===== config.mk =====
export PLATFORM = sky130hd
export DESIGN_NAME = ov7670_pixel_capture
export DESIGN_NICKNAME = d
export VERILOG_FILES = /design/src/rtl/ov7670_pixel_capture.sv
export SDC_FILE = /design/constraint.sdc
export NUM_CORES = 1
export LEC_CHECK = 0
export BUFFER_PORTS_ARGS = -buffer_cell sky130_fd_sc_hd__buf_4
export CAP_MARGIN = 20
export CORE_AREA = 4 4 116 118
export CTS_CLUSTER_DIAMETER = 150
export DETAILED_ROUTE_END_ITERATION = 10
export DIE_AREA = 0 0 120 122
export PLACE_DENSITY = 0.77
export SKIP_CTS_REPAIR_TIMING = 1
export SYNTH_ARGS = -nofsm -noshare
export SYNTH_HDL_FRONTEND = slang
export SYNTH_SLANG_ARGS = --single-unit
export TNS_END_PERCENT = 30

===== constraint.sdc =====
create_clock -name clk -period 2.35 [get_ports clk]
set_input_delay 0.1175 -clock clk [delete_from_list [all_inputs] [get_ports clk]]
set_output_delay 0.1175 -clock clk [all_outputs]
set_load 0.05 [all_outputs]

===== src/rtl/ov7670_pixel_capture.sv =====
// ov7670_pixel_capture: OV7670 parallel-bus capture into RGB565 pixel strobes with linear frame-buffer addresses.
// Optional feature: define OV7670_CAPTURE_DOWNSCALE_EN for 2:1 decimation in both axes.
module ov7670_pixel_capture #(
    parameter int H_ACTIVE = 640,
    parameter int V_ACTIVE = 480,
    parameter int ADDR_W   = 19
) (
    input  logic              clk,
    input  logic              rst_n,
    input  logic              config_done,
    input  logic              cam_pclk,
    input  logic              cam_vsync,
    input  logic              cam_href,
    input  logic [7:0]        cam_data,
    output logic [15:0]       pix_data,
    output logic              pix_valid,
    output logic [ADDR_W-1:0] pix_addr,
    output logic              frame_start,
    output logic              frame_done,
    output logic              overflow
);
    localparam int CW = $clog2(H_ACTIVE + 1);
    localparam int LW = $clog2(V_ACTIVE + 1);
    localparam logic [CW-1:0] H_L = CW'(H_ACTIVE);
    localparam logic [LW-1:0] V_L = LW'(V_ACTIVE);
`ifdef OV7670_CAPTURE_DOWNSCALE_EN
    localparam bit DS = 1'b1;
`else
    localparam bit DS = 1'b0;
`endif
    localparam logic [ADDR_W:0] STEP_FULL = (ADDR_W + 1)'(H_ACTIVE);
    localparam logic [ADDR_W:0] STEP_HALF = (ADDR_W + 1)'(H_ACTIVE / 2);

    typedef enum logic [1:0] {WAIT_CFG, WAIT_VS, ACTIVE} state_t;
    state_t state, state_nx;

    logic [2:0]        pclk_s, vs_s, href_s;
    logic [7:0]        d_s0, d_s1, e_data, hi;
    logic              e_rise, e_href, e_href_rise, e_href_fall, e_vs_rise, e_vs_fall;
    logic              phase, ph, byte_ev, pix_ev, in_rng, keep;
    logic [CW-1:0]     col;
    logic [LW-1:0]     line;
    logic [ADDR_W:0]   base, sum, line_step;
    logic              c_v, c_fs, c_fd;
    logic [15:0]       c_data;
    logic [ADDR_W-1:0] c_addr;
    logic              fs_c, fd_c, act;

    // two-flop synchronisers; the third flop on control lines provides edge detection
    always_ff @(posedge clk or negedge rst_n)
        if (!rst_n) begin
            pclk_s <= '0;
            vs_s   <= '0;
            href_s <= '0;
            d_s0   <= '0;
            d_s1   <= '0;
        end else begin
            pclk_s <= {pclk_s[1:0], cam_pclk};
            vs_s   <= {vs_s[1:0], cam_vsync};
            href_s <= {href_s[1:0], cam_href};
            d_s0   <= cam_data;
            d_s1   <= d_s0;
        end

    // register decoded bus events alongside the synchronised data byte
    always_ff @(posedge clk or negedge rst_n)
        if (!rst_n) begin
            e_rise      <= 1'b0;
            e_href      <= 1'b0;
            e_href_rise <= 1'b0;
            e_href_fall <= 1'b0;
            e_vs_rise   <= 1'b0;
            e_vs_fall   <= 1'b0;
            e_data      <= '0;
        end else begin
            e_rise      <= pclk_s[1] & ~pclk_s[2];
            e_href      <= href_s[1];
            e_href_rise <= href_s[1] & ~href_s[2];
            e_href_fall <= ~href_s[1] & href_s[2];
            e_vs_rise   <= vs_s[1] & ~vs_s[2];
            e_vs_fall   <= ~vs_s[1] & vs_s[2];
            e_data      <= d_s1;
        end

    // FSM state register
    always_ff @(posedge clk or negedge rst_n)
        if (!rst_n) state <= WAIT_CFG;
        else state <= state_nx;

    // FSM next state: losing config_done always returns to WAIT_CFG
    always_comb
        state_nx = !config_done                    ? WAIT_CFG :
                   state == WAIT_CFG               ? WAIT_VS  :
                   (state == WAIT_VS && e_vs_fall) ? ACTIVE   :
                   (state == ACTIVE && e_vs_rise)  ? WAIT_VS  : state;

    // FSM outputs: frame pulses and capture enable
    always_comb begin
        fs_c = state == WAIT_VS && config_done && e_vs_fall;
        fd_c = state == ACTIVE && config_done && e_vs_rise;
        act  = state == ACTIVE && config_done;
    end

    // byte pairing, range limits and incremental address arithmetic
    always_comb begin
        ph        = e_href_rise ? 1'b0 : phase;
        byte_ev   = e_rise & e_href;
        pix_ev    = byte_ev & ph;
        in_rng    = col < H_L && line < V_L;
        keep      = !DS || (!col[0] && !line[0]);
        sum       = base + (ADDR_W + 1)'(col >> DS);
        line_step = DS ? (line[0] ? STEP_HALF : '0) : STEP_FULL;
    end

    // byte phase, position counters and the pixel candidate stage
    always_ff @(posedge clk or negedge rst_n)
        if (!rst_n) begin
            phase    <= 1'b0;
            hi       <= '0;
            col      <= '0;
            line     <= '0;
            base     <= '0;
            overflow <= 1'b0;
            c_v      <= 1'b0;
            c_fs     <= 1'b0;
            c_fd     <= 1'b0;
            c_data   <= '0;
            c_addr   <= '0;
        end else begin
            c_v  <= 1'b0;
            c_fs <= fs_c;
            c_fd <= fd_c;
            if (byte_ev) begin
                phase <= ~ph;
                if (!ph) hi <= e_data;
            end else if (e_href_rise || e_href_fall) begin
                phase <= 1'b0;
            end
            if (fs_c) begin
                col      <= '0;
                line     <= '0;
                base     <= '0;
                overflow <= 1'b0;
            end else if (act) begin
                if (pix_ev) begin
                    if (in_rng) begin
                        col    <= col + 1'b1;
                        c_v    <= keep;
                        c_data <= {hi, e_data};
                        c_addr <= sum[ADDR_W-1:0];
                    end else begin
                        overflow <= 1'b1;
                    end
                end else if (e_href_fall && col != '0) begin
                    col <= '0;
                    if (line < V_L) begin
                        line <= line + 1'b1;
                        base <= base + line_step;
                    end
                end
            end
        end

    // output register; strobes are squashed as soon as capture is disarmed
    always_ff @(posedge clk or negedge rst_n)
        if (!rst_n) begin
            pix_valid   <= 1'b0;
            frame_start <= 1'b0;
            frame_done  <= 1'b0;
            pix_data    <= '0;
            pix_addr    <= '0;
        end else begin
            pix_valid   <= c_v & config_done;
            frame_start <= c_fs & config_done;
            frame_done  <= c_fd & config_done;
            if (c_v && config_done) begin
                pix_data <= c_data;
                pix_addr <= c_addr;
            end
        end
endmodule

==> After elaboration in Yosys (flattened, before gate mapping) <==
Cells that the tools add are included.
{ "classes": {"muxes": 30, "order_cmp": 2, "n_bitwise": 17, "n_eq_ne": 6, "add_sub_neg": 4, "n_reduce_logical": 23} }
{ "op_table": {"columns": ["cell", "n"], "rows": [
  ["20-bit two-way mux", 5],
  ["10-bit two-way mux", 5],
  ["9-bit two-way mux", 5],
  ["20-bit by 10-bit adder with 20-bit output, second input constant", 1],
  ["19-bit by 10-bit adder with 19-bit output", 1],
  ["1-bit two-way mux", 11],
  ["10-bit by 1-bit adder with 10-bit output, second input constant", 1],
  ["1-bit bitwise AND", 10],
  ["10-bit < comparator, second input constant", 1],
  ["10-bit nonzero test", 1],
  ["2-bit nonzero test", 5],
  ["9-bit by 1-bit adder with 9-bit output, second input constant", 1],
  ["1-bit logical AND", 9],
  ["9-bit < comparator, second input constant", 1],
  ["2-bit two-way mux", 4],
  ["4-bit AND reduction", 2],
  ["1-bit NOT", 7],
  ["3-bit AND reduction", 2],
  ["2-bit by 1-bit inequality test with 1-bit output, second input constant", 2],
  ["4-bit by 1-bit inequality test with 1-bit output, second input constant", 1],
  ["3-bit by 1-bit inequality test with 1-bit output, second input constant", 1],
  ["3-bit nonzero test", 1],
  ["2-bit by 1-bit equality test with 1-bit output, second input constant", 1],
  ["2-bit equality test, second input constant", 1],
  ["3 further kinds", 3]
]} }
{ "word_totals": {"input_bits": 14, "register_bits": 166} }

==> Logic depth before layout (Yosys ltp) <==
Gate-level depths: netlist of the first run.
{ "depth": {"word_depth": 6, "mapped_depth": 9, "mapped_depth_nobuf": 7} }

==> Least setup slack after synthesis of the first run <==
OpenSTA, ideal clock, no wires.
{ "synth_timing": {"path_type": "flip-flop to flip-flop", "start": "register col[8]", "end": "register c_addr[13]", "setup_slack_ps": 618, "stages_incl_launch_ff": 7, "required_time_ps": 2223, "synth_period_minus_slack_ps": 1732, "setup_ps": 127, "t_arrival_ps": 1605, "cell_sequence": "dfrtp_1 > ha_1 > a211o_1 > nand2_1 > nor2_1 > xor2_1 > mux2_1"} }
{ "synth_via": {"elab_chain_cells": 3, "word_cells_on_any_way": 4, "cone_classes": "add/sub (1); order compare (1); reduce/logical (2)"} }
{ "synth_rtl": {"columns": ["element", "line_no", "rtl"], "rows": [
  ["start: declaration", "41", "logic [CW-1:0] col;"],
  ["start signal: assignment", "147", "col <= col + 1'b1;"],
  ["10-bit < comparator", "109", "in_rng = col < H_L && line < V_L;"],
  ["1-bit logical AND", "109", null],
  ["4-bit AND reduction (no line)", null, null],
  ["end signal: assignment", "150", "c_addr <= sum[ADDR_W-1:0];"],
  ["end: declaration", "46", "logic [ADDR_W-1:0] c_addr;"]
]} }
Several ways; a longest one is shown, not always the timed one.
A chain may end at the register's enable or synchronous reset.

==> Worst setup path after layout of the first run <==
{ "layout_timing": {"start": "register col[7]", "end": "register c_addr[6]"} }
{ "layout_via": {"elab_chain_cells": 3} }
{ "layout_rtl": {"columns": ["element", "line_no"], "rows": [
  ["10-bit < comparator", "109"],
  ["1-bit logical AND", "109"],
  ["4-bit AND reduction (no line)", null]
]} }
Every way passes these cells.

==> metrics.txt, run 1 <==
Storage cell area 0.00393 mm2; crit path max fanout 20; Pleak 3.72 nW; Synth Flop Type dfrtp_1; Setup crit end kind flop; worst slew pin tran 596 ps; Synth Area in Compound Gates 6.63%; Total Wirelength 11400 um; htree depth 4; number of synthesized register bits 157; Final Setup Violations 0; kind of critical path reg -> reg; initial antenna violation count 0; Top Family by Delay on Critical Path simple AND/OR/NAND/NOR gates; crit-path max cell delay 460 ps; status completed; register area share after synthesis 64.5%; Die Width 120 um; maximum vdd drop 407 uV; Total GRT Usage 17.2%; Max-slew headroom 60.3%; final net count 602; Fin Hold WS 254 ps; Mean Syn Cell Area 12.1 um2; worst min path class in -> async; Num CTS Buffers 17; Ys Warns 0; xor and xnor area share after synthesis 1.29%; vias in the first global route 4143; syn_nets 525; area occupied by multi-input gates 0.00203 mm2; Synth Instances 504; asr flop ratio synth 100%; Period Utilization, post-route 84.7%; Antenna Cells 0; Via density 5.18; Post-Synthesis Cell Area 0.00609 mm2; Chip Height 122 um; Most common cell on crit path nand2_1; Buffers & Inverters on Critical Path 2; Clock Tree Root clkbuf_16; CTS tree done; achievable clock frequency 502 MHz; via count 3965; CP startpoint kind flop; core area 0.0125 mm2; drt pass-1 iters 4; Final GP Congestion 0.845; initial core utilization 48.9%; Worst EP required 2700 ps; Pwr Density 797 mW/mm2; worst path cell trace o21ai_0 > and3_1 > nand2_1 > inv_2 > buf_4 > nand2_1 > nand2_1; I/O pins 53; max-cap violations 0; die area 0.0146 mm2; IO buf count 52; placed cell areas 0.00670 mm2; Sink Count 157; drt wl/cell 14.9 um; Syn-to-layout area delta 22.9%; num rows 41; DRC errors left 0; Fillers 949; clk_lat worst skew 410 ps; first-pass GRT wire length 20000 um; DP HPWL 7440 um; pin count of the biggest net entering global routing 67; slowest library cell on the worst path dfrtp_1; Crit path arrival time 2340 ps; largest family of logic cells by synthesized area simple AND/OR/NAND/NOR gates; RSZ-0062 raised after global routing no; Tmin final 1990 ps; final instance area 0.00749 mm2; Adder-Cell Fraction of Synth Area 1.44%; Final Hold Fails 0; global route overflow 0; Worst-path clk slew 60 ps; setup TNS 0 ps; Simple-Gate Fraction of Synth Area 14.0%; 1st-iter DRT viols 260; ANT nets after route 0; Worst Clk Skew 5.16 ps; layout cell share with drive strength beyond 1 24.1%; unique cell type count in the Yosys netlist 47; number of synthesized flops with an enable pin 0; fin. max-slew vios 0; multiplexer area fraction after synthesis 9.94%; CTS max path bufs 2
==> cells in the final DEF (no fill, tap or decap), drive strengths merged, types with 6 or more instances in the layout <==
cell and n:
inv 12, mux2 44, buf 63, dlygate4sd3 13, nand2 115, nand3 12
o21ai 28, clkbuf 21, dfrtp 157, nor2b 7, o31ai 6, nor2 13
a21oi 9, ha 7, mux2i 11, nand4 11
==> state kept, by name, indices dropped and copies added, names as in the netlist, 2 cells and up <==
register and cells:
c_addr 19, pix_addr 19, c_data 16, pix_data 16, base 12, col 10
line 9, d_s0 8, d_s1 8, e_data 8, hi 8, pclk_s 3
vs_s 3, href_s 2, state 2
==> layout make-up <==
class / count / area share, %
repair buffers: 76 / 8.27
multi-input cells: 320 / 27.1
flip-flops and latches: 157 / 52.5
well taps: 172 / 2.87
clock buffers: 21 / 6.42
clock inverters: 11 / 2.39
inverters: 9 / 0.451
==> power breakdown <==
group / internal [mW] / switching, mW
combinational: 0.0742 / 0.0911
clock: 1.91 / 1.08
sequential: 2.78 / 0.0382
==> per-stage QoR <==
step | std cells | setup WS (ps) | util [%] | total power [mW]
finish | 766 | 359 | 60.1 | 5.97
global route | 766 | 195 | 60.1 | 6.19
CTS | 753 | 393 | 59.0 | 6.01
detailed placement | 721 | 404 | 53.7 | 3.02
global placement | 721 | 479 | 53.7 | 3.00
floorplan | 504 | 618 | - | 2.91
==> kinds of logic (layout without fill, tap and decap cells) <==
family,count (synthesis),count (layout)
AOI/OAI and AO/OA,63,63
buffers and inverters,27,117
xor gates and xnor gates,9,9
and+or+nand+nor,186,186
adders and majority gates,7,7
muxes,55,55
DFF,157,157
==> worst paths after layout <==
| check | startpoint | slack, ps | cells past startpoint | endpoint |
|---|---|---|---|---|
| min | rst_n | 250 | 2 | pix_data[11]$_DFFE_PN0P_ |
| min reg2reg | pclk_s[0]$_DFF_PN0_ | 350 | 0 | pclk_s[1]$_DFF_PN0_ |
| max in group asynchronous | rst_n | 1280 | 3 | base[17]$_DFFE_PN0P_ |
| min in group clk | cam_data[3] | 340 | 2 | d_s0[3]$_DFF_PN0_ |
| max | col[7]$_DFFE_PN0P_ | 360 | 7 | c_addr[6]$_DFFE_PN0P_ |
| max reg2reg | col[7]$_DFFE_PN0P_ | 360 | 7 | c_addr[6]$_DFFE_PN0P_ |
==> metal layers <==
layer | global-route usage [%] | vias to the layer above | share of wire, % | routed length (um)
met5 | 0 | - | 0 | 0
met4 | 7.09 | 0 | 2.0 | 231
met3 | 4.46 | 25 | 4.3 | 492
met2 | 28.2 | 80 | 50 | 5660
met1 | 22.0 | 1959 | 44 | 5040
li1 | - | 1901 | - | -
==> synthesized netlist by cell type (all sizes together), types with 9 or more instances <==
cell type	instances	share of area (%)
inv	9	0.55
buf	11	1.2
mux2i	11	1.8
a21oi	9	0.74
nand2	115	7.1
o21ai	28	2.3
nand3	12	0.99
dfrtp	157	64
nor2	13	0.80
mux2	44	8.1
nand4	11	1.1
==> worst register-to-register path, stage by stage, from the launching register on <==
cell	delay [ps]
dfrtp_1	460
o21ai_0	320
and3_1	310
nand2_1	130
inv_2	280
buf_4	270
nand2_1	80
nand2_1	70
No activity file was read; power rests on OpenSTA's default activity.
==> run 2, diff against run 1 <==
Clock period 2.35 ns to 1.9 ns, I/O delays scaled along.
==> run 2 against run 1 <==
Routed wire length is 2.7% higher. Largest power group is now sequential cells. Critical path type unchanged. Clock power is 14% higher. Sequential share of layout area is 0.56 points lower.
==> metrics.txt, run 2 (same netlist as run 1, synthesis figures left out) <==
kind of critical path reg -> reg; Num CTS Buffers 17; first-pass GRT wire length 19600 um; Pwr Density 939 mW/mm2; I/O pins 53; DRC errors left 0; Worst Clk Skew 5.81 ps; Worst-path clk slew 60 ps; met1 Usage GRT 20.9%; Tmin final 1830 ps; Clock Tree Root clkbuf_16; Chip Height 122 um; RSZ-0062 raised after global routing yes; IO buf count 52; slowest library cell on the worst path dfrtp_1; Final Non-Filler Cells 774; core area 0.0125 mm2; commonest non-fill, non-tap cells in the layout 157 x dfrtp_1, 115 x nand2_1, 65 x buf_4, 43 x mux2_2, 22 x o21ai_1; status completed; Crit path arrival time 2130 ps; Antenna Cells 0; Via density 5.18; pin count of the biggest net entering global routing 52; gr busiest metal met2; achievable clock frequency 545 MHz; initial core utilization 48.9%; top flop regs c_addr: 19 flops, pix_addr: 19 flops; Max-slew headroom 59.9%; Die Width 120 um; global-route met3 utilization 4.92%; CTS max path bufs 2; reg2reg start base[8]$_DFFE_PN0P_; Fin Hold WS 178 ps; layout cell share with drive strength beyond 1 25.7%; DP HPWL 7460 um; CP startpoint kind flop; register-to-register setup slack 70 ps; Sink Count 157; max-cap violations 0; global route overflow 0; Final Setup Violations 0; initial antenna violation count 0; final net count 610; worst slew pin tran 601 ps; clk_lat worst skew 420 ps; worst path cell trace ha_1 > a211o_1 > nand2_1 > nor2_1 > xor2_1 > mux2_1; Setup crit end kind flop; Syn-to-layout area delta 24.2%; CTS tree done; Total GRT Usage 16.9%; final instance area 0.00757 mm2; ANT nets after route 0; FF-to-FF path depth 6; vias in the first global route 4053; Worst EP required 2200 ps; worst min path class in -> async; crit-path max cell delay 420 ps; setup TNS 0 ps; htree depth 4; placed cell areas 0.00679 mm2; Design Power 7.10 mW; Placed Instances 728; commonest non-fill, non-tap cell in the layout dfrtp_1; Period Utilization, post-route 96.5%; Total Wirelength 11700 um; drt pass-1 iters 4; drt wl/cell 15.2 um; Final Hold Fails 0; Pleak 3.77 nW; crit path max fanout 4; via count 4007; 1st-iter DRT viols 218; reg-to-reg critical path endpoint c_addr[13]$_DFFE_PN0P_; Final GP Congestion 0.831; fin. max-slew vios 0; num rows 41; maximum vdd drop 431 uV; GRT met2 Usage 28.7%; die area 0.0146 mm2
run 2: cell types whose count changed in the layout (fill, tap and decap cells not counted), moves of 2 or more:
cell        delta
buf_12         +4
buf_4          +4
clkbuf_8       -4
bufinv_16      -2
clkinvlp_4     +2
inv_8          +2
run 2: routing by layer:
| layer | vias to the layer above | part of all wire (%) |
|---|---|---|
| li1 | 1916 | - |
| met1 | 2000 | 43 |
| met2 | 73 | 51 |
| met3 | 18 | 3.9 |
| met4 | 0 | 1.7 |
| met5 | - | 0 |
run 2: area by class of cell:
class	count	area (um2)
well taps	172	215
inverters	9	33.8
fillers	925	4900
clock buffers	17	425
repair buffers	84	729
multi-input cells	320	2050
flip-flops and latches	157	3930
clock inverters	15	181
run 2: critical path, delay by kind of cell, from the launching register on:
family          cells  cell delay [ps]
xor+xnor            1              150
fa+ha+maj           1              340
mux                 1              300
simple gates        2              160
compound gates      1              340
flops               1              420
run 2: worst max-delay path by stage:
stage / slack, ps / depth (start not counted) / to / startpoint
final: 70 / 6 / c_addr[13]$_DFFE_PN0P_ / base[8]$_DFFE_PN0P_
after global routing: -20 / 8 / base[12]$_DFFE_PN0P_ / col[0]$_DFFE_PN0P_
after CTS: -20 / 7 / base[15]$_DFFE_PN0P_ / col[0]$_DFFE_PN0P_
after detailed placement: 6 / 7 / base[15]$_DFFE_PN0P_ / col[0]$_DFFE_PN0P_
after global placement: 120 / 8 / base[16]$_DFFE_PN0P_ / col[0]$_DFFE_PN0P_
after floorplan: 170 / 6 / c_addr[13]$_DFFE_PN0P_ / col[8]$_DFFE_PN0P_
run 2: power breakdown:
| part | switching [mW] | internal [mW] |
|---|---|---|
| sequential | 0.0477 | 3.44 |
| clock | 1.43 | 1.98 |
| combinational | 0.115 | 0.0954 |
| total | 1.59 | 5.51 |
run 2: stage by stage:
stage	util [%]	setup WS, ps
finish	60.7	65.9
global route	60.7	-19.6
CTS	59.3	-21.8
detailed placement	54.5	6.23
global placement	54.5	116
floorplan	-	168
